===== config.mk =====
export PLATFORM = sky130hd
export DESIGN_NAME = irq_ctrl
export DESIGN_NICKNAME = d
export VERILOG_FILES = /design/src/rtl/irq_ctrl.sv
export SDC_FILE = /design/constraint.sdc
export NUM_CORES = 1
export LEC_CHECK = 0
export BUFFER_PORTS_ARGS = -buffer_cell sky130_fd_sc_hd__buf_4
export CAP_MARGIN = 0
export CORE_MARGIN = 1
export CORE_UTILIZATION = 48
export CTS_CLUSTER_DIAMETER = 150
export DETAILED_ROUTE_END_ITERATION = 12
export GPL_TIMING_DRIVEN = 0
export MAX_ROUTING_LAYER = met4
export PLACE_DENSITY_LB_ADDON = 0.3
export SLEW_MARGIN = 20
export SYNTH_ARGS = -nofsm -noshare
export SYNTH_HDL_FRONTEND = slang
export SYNTH_SLANG_ARGS = --single-unit

===== constraint.sdc =====
create_clock -name SI_ClkIn -period 1.8 [get_ports SI_ClkIn]
set_input_delay 0.18 -clock SI_ClkIn [delete_from_list [all_inputs] [get_ports SI_ClkIn]]
set_output_delay 0.18 -clock SI_ClkIn [all_outputs]
set_load 0.005 [all_outputs]

===== src/rtl/irq_ctrl.sv =====
// -----------------------------------------------------------------------------
// irq_ctrl
//
// Interrupt request controller placed in front of the single CPU interrupt
// input. It latches rising edges on N_SRC peripheral lines into `pending`. An
// enable mask gates which pending lines may request. The lowest enabled pending
// index wins arbitration. The controller runs the intr/inta handshake and then
// holds the serviced ID until the handler signals end-of-interrupt.
//
// Ports:
//   SI_ClkIn    in  1      system clock, rising edge active
//   SI_Reset_N  in  1      asynchronous active-low reset
//   irq_src     in  N_SRC  raw source levels (rising edge = request)
//   mask_we     in  1      enable-mask write strobe
//   mask_wdata  in  N_SRC  new enable mask (1 = enabled)
//   inta        in  1      CPU acknowledge, honoured only while requesting
//   eoi         in  1      end-of-interrupt pulse, honoured only in service
//   intr        out 1      registered interrupt request to the CPU
//   irq_id      out ID_W   registered ID of the requested/serviced source
//   pending     out N_SRC  latched, not yet acknowledged requests
//   mask        out N_SRC  current enable mask
//   busy        out 1      high while requesting or in service
//
// Build option:
//   IRQ_CTRL_SYNC_EN  when defined, irq_src passes through a 2-flop
//                     synchronizer before edge detection. This adds 2 cycles
//                     of latency. Leave it undefined when the sources are
//                     already synchronous to SI_ClkIn.
// -----------------------------------------------------------------------------
module irq_ctrl #(
   parameter int N_SRC = 8,
   parameter int ID_W  = 3
) (
   input  logic             SI_ClkIn,
   input  logic             SI_Reset_N,
   input  logic [N_SRC-1:0] irq_src,
   input  logic             mask_we,
   input  logic [N_SRC-1:0] mask_wdata,
   input  logic             inta,
   input  logic             eoi,
   output logic             intr,
   output logic [ID_W-1:0]  irq_id,
   output logic [N_SRC-1:0] pending,
   output logic [N_SRC-1:0] mask,
   output logic             busy
);

   typedef enum logic [1:0] {
      ST_IDLE    = 2'd0,
      ST_REQ     = 2'd1,
      ST_SERVICE = 2'd2
   } state_t;

   // Fixed priority: the lowest set index wins. Bit 0 has the highest priority.
   function automatic logic [ID_W-1:0] lowest_index(input logic [N_SRC-1:0] v);
      logic [ID_W-1:0] idx;
      idx = '0;
      for (int i = N_SRC - 1; i >= 0; i--) begin
         if (v[i]) begin
            idx = ID_W'(i);
         end else begin
            idx = idx;
         end
      end
      return idx;
   endfunction

   logic [N_SRC-1:0] src_s;
   logic [N_SRC-1:0] src_q_r;
   logic [N_SRC-1:0] rise_s;
   logic [N_SRC-1:0] eligible_s;
   logic [N_SRC-1:0] clr_s;
   logic             ack_s;
   logic [N_SRC-1:0] pending_r;
   logic [N_SRC-1:0] mask_r;
   logic             intr_r;
   logic             busy_r;
   logic [ID_W-1:0]  irq_id_r;
   state_t           state_r;

`ifdef IRQ_CTRL_SYNC_EN
   logic [N_SRC-1:0] sync1_r;
   logic [N_SRC-1:0] sync2_r;

   // Two-flop synchronizer for asynchronous source lines.
   always_ff @(posedge SI_ClkIn or negedge SI_Reset_N) begin
      if (!SI_Reset_N) begin
         sync1_r <= '0;
         sync2_r <= '0;
      end else begin
         sync1_r <= irq_src;
         sync2_r <= sync1_r;
      end
   end

   assign src_s = sync2_r;
`else
   assign src_s = irq_src;
`endif

   assign rise_s     = src_s & ~src_q_r;
   assign eligible_s = pending_r & mask_r;
   assign ack_s      = (state_r == ST_REQ) && inta;

   // One-hot clear of the pending bit that belongs to the acknowledged ID.
   always_comb begin
      clr_s = '0;
      for (int i = 0; i < N_SRC; i++) begin
         if (ack_s && (irq_id_r == ID_W'(i))) begin
            clr_s[i] = 1'b1;
         end else begin
            clr_s[i] = 1'b0;
         end
      end
   end

   // Edge-detect history, pending latch and enable mask.
   // When a set and a clear hit the same pending bit, the set wins because the
   // rise term is ORed in after the clear.
   always_ff @(posedge SI_ClkIn or negedge SI_Reset_N) begin
      if (!SI_Reset_N) begin
         src_q_r   <= '0;
         pending_r <= '0;
         mask_r    <= '0;
      end else begin
         src_q_r   <= src_s;
         pending_r <= (pending_r & ~clr_s) | rise_s;
         if (mask_we) begin
            mask_r <= mask_wdata;
         end else begin
            mask_r <= mask_r;
         end
      end
   end

   // Handshake FSM with registered intr/busy/irq_id.
   // Once REQ is entered, the request is never retracted or re-arbitrated.
   always_ff @(posedge SI_ClkIn or negedge SI_Reset_N) begin
      if (!SI_Reset_N) begin
         state_r  <= ST_IDLE;
         intr_r   <= 1'b0;
         busy_r   <= 1'b0;
         irq_id_r <= '0;
      end else begin
         case (state_r)
            ST_IDLE: begin
               if (|eligible_s) begin
                  irq_id_r <= lowest_index(eligible_s);
                  intr_r   <= 1'b1;
                  busy_r   <= 1'b1;
                  state_r  <= ST_REQ;
               end else begin
                  intr_r   <= 1'b0;
                  busy_r   <= 1'b0;
               end
            end
            ST_REQ: begin
               if (inta) begin
                  intr_r  <= 1'b0;
                  state_r <= ST_SERVICE;
               end else begin
                  intr_r  <= 1'b1;
               end
            end
            ST_SERVICE: begin
               if (eoi) begin
                  busy_r  <= 1'b0;
                  state_r <= ST_IDLE;
               end else begin
                  busy_r  <= 1'b1;
               end
            end
            default: begin
               intr_r  <= 1'b0;
               busy_r  <= 1'b0;
               state_r <= ST_IDLE;
            end
         endcase
      end
   end

   assign intr    = intr_r;
   assign busy    = busy_r;
   assign irq_id  = irq_id_r;
   assign pending = pending_r;
   assign mask    = mask_r;

endmodule


==> run metrics <==
outcome finished clean; clock power share 0.205; Power Internal 1.49 mW; DRC errors left 0; Antenna diodes 0; Compound-Gate Fraction of Synth Area 0.187; root buf cell clkbuf_4; worst hold margin 0.0296 ns; most frequent cell after synthesis dfrtp_1; crit end category flip-flop; routed vias 1017; DR vias/cell 5.41; cell taking the most area after synthesis dfrtp_1; H-Tree Level Count 2; # clock sinks 31; Post-Route Setup TNS 0 ns; first-pass GRT wire length 4240 um; HPWL Detailed 1920 um; CP arrival 1.68 ns; Post-CTS Hold Fix Bufs 9; top_reg_cell synth dfrtp_1; Pre-Repair DR Iteration Count 4; WP data required 2.01 ns; Tot GR Track Use 0.231; period utilisation layout 0.818; CTS tree built; maximum VDD drop 0.000877 V; # IOs 42; min-delay worst type primary input to flip-flop; site row count 18; maximum clock frequency 0.679 GHz; unrepaired setup endpoints after global routing false; distinct cell type count of the synthesized netlist 23; Initial DRC Count 27; Post-Synthesis Cells 101; Detailed Route WL 2680 um; final max-slew violation count 0; ys async rst share 1.00; Post-CTS Setup Bufs 0; top post-synthesis cells by count 31 x dfrtp_1, 11 x inv_1, 9 x o21ai_0, 8 x mux2_2; Synth warnings 0; Setup Crit Path Kind flip-flop to flip-flop; Post-synth EDFFs 0; DR WL/cell 14.3 um; die area 0.00279 mm^2; Initial Utilization 0.505; syn nets 122; sequential fraction of the synthesis area 0.626; nets@finish 178; max_cap viols 0; largest family of logic cells by synthesized area compound AO/OA/AOI/OAI gates; pin count of the biggest net entering global routing 32; startpoint class of the critical path flip-flop; grt ovf 0; maximum root-to-sink buffer count 2; port bufs 40; Worst-Margin Slew 0.413 ns; leakage power figure 0.793 nW; synth top area cells dfrtp_1 63%, mux2_2 7.3%, o21ai_0 3.6%; Mapped Avg Cell Area 12.3 um^2; Final ANT Viol Nets 0; total CTS buffers 5; initial antenna violation count 0; crit-path max FO 4; Clk Latency, worst-skew pair 0.32 ns; synthesized area 0.00124 mm^2; net switching power 719 uW; adder-cell share of the synthesized area 0; Area Growth Syn to Fin 40.1%; Synth Area in Simple Gates 0.0657; crit path time final 1.47 ns; Pwr per Cell Area 1270 mW/mm^2; Slew headroom 0.725; Final Setup Violations 0; die width 52.8 um; clk slew on worst S/H paths 0.09 ns; combinational share of power 0.312; cts repair resizes 0; mux cell area share after synthesis 0.0848; #FFs+latches synth 31; GP Congestion 0.789; layout cells sized above 1 0.373; Core Region 0.00245 mm^2; xor/xnor cell area share of the yosys netlist 0; Die Y-Extent 52.8 um; Yosys top cell area share 0.626; Seq pwr share 0.483; sw frac 0.325; Final Hold Vio Count 0; Setup Skew 0.00273 ns; vias in the first global route 974
[worst paths after layout]
check	startpoint	end	slack, ns	cells past startpoint
min in group asynchronous	SI_Reset_N	src_q_r[6]	0.31	2
worst min register to register	src_q_r[2]	pending[2]	0.41	1
worst max-delay path	mask[6]	intr	0.33	4
worst min-delay path	eoi	state_r[1]	0.03	2
worst max register to register	mask[6]	intr	0.33	4
max in group asynchronous	SI_Reset_N	src_q_r[4]	1.21	2
[metal layers]
metal  global-route usage  share of wire  wire length [um]  vias to the layer above
met5                    -              0                 0                        -
met3               0.0638          0.075               200                        4
li1                     -              -                 -                      475
met4                0.105          0.010                27                        0
met1                0.268           0.42              1120                      492
met2                0.373           0.50              1340                       46
[per-stage QoR]
stage,cells,instance area (um^2),setup WS [ns],total power [mW],utilization
floorplan,101,1240,0.448,1.39,-
global placement,171,1580,0.356,1.72,0.642
detailed placement,171,1580,0.331,1.75,0.642
CTS,188,1740,0.315,2.23,0.707
global route,188,1740,0.210,2.36,0.707
finish,188,1740,0.328,2.21,0.707
[power groups by stage]
stage	Sequential [mW]	Combinational [mW]	Clock, mW
after floorplan	1.04	0.356	0
after global placement	1.07	0.656	0
after detailed placement	1.08	0.679	0
after CTS	1.06	0.697	0.469
after global routing	1.09	0.774	0.489
final	1.07	0.689	0.453
[registers in the layout (all words and copies together), names as in the netlist]
name     count
busy         1
intr         1
irq_id       3
mask         8
pending      8
src_q_r      8
state_r      2
[area by class of cell]
type	count	area, um^2
Buffer	1	3.75
Tap cell	30	37.5
Clock buffer	8	68.8
Timing Repair Buffer	49	390
Sequential cell	31	776
Multi-Input combinational cell	58	418
Fill cell	200	719
Inverter	11	41.3
[critical path: stages, from the launching register on]
cell and delay, ns:
dfrtp_1 0.42, a22oi_1 0.26, nand2_1 0.11, o21a_1 0.24, a311o_1 0.34
[cells by family after synthesis]
group                  Yosys count
AND/OR/NAND/NOR                 16
buffers and inverters           12
AO/OA/AOI/OAI                   33
flip-flops                      31
multiplexers                     9
[cell usage in the layout (no fill, tap or decap)]
master         netlist  layout
o21ai_0              9       9
nand2b_1             2       2
mux2_4               1       1
a311o_1              2       2
o21ai_1              6       6
nand2_1              6       6
dlygate4sd3_1        0       9
a22oi_1              3       3
clkbuf_1             1       2
a32o_1               3       3
mux2_2               8       8
nand2_2              1       1
inv_1               11      11
o31ai_1              3       3
dfrtp_1             31      31
or2_1                2       2
buf_4                0      40
nand4_1              1       1
clkbuf_4             0       5
a21oi_1              4       4
a22oi_4              1       1
nor3_1               2       2
a22oi_2              1       1
clkbuf_8             0       2
o21a_1               1       1
nor2_1               1       1
nand3b_1             1       1
Power figures use the tool's default switching activity.
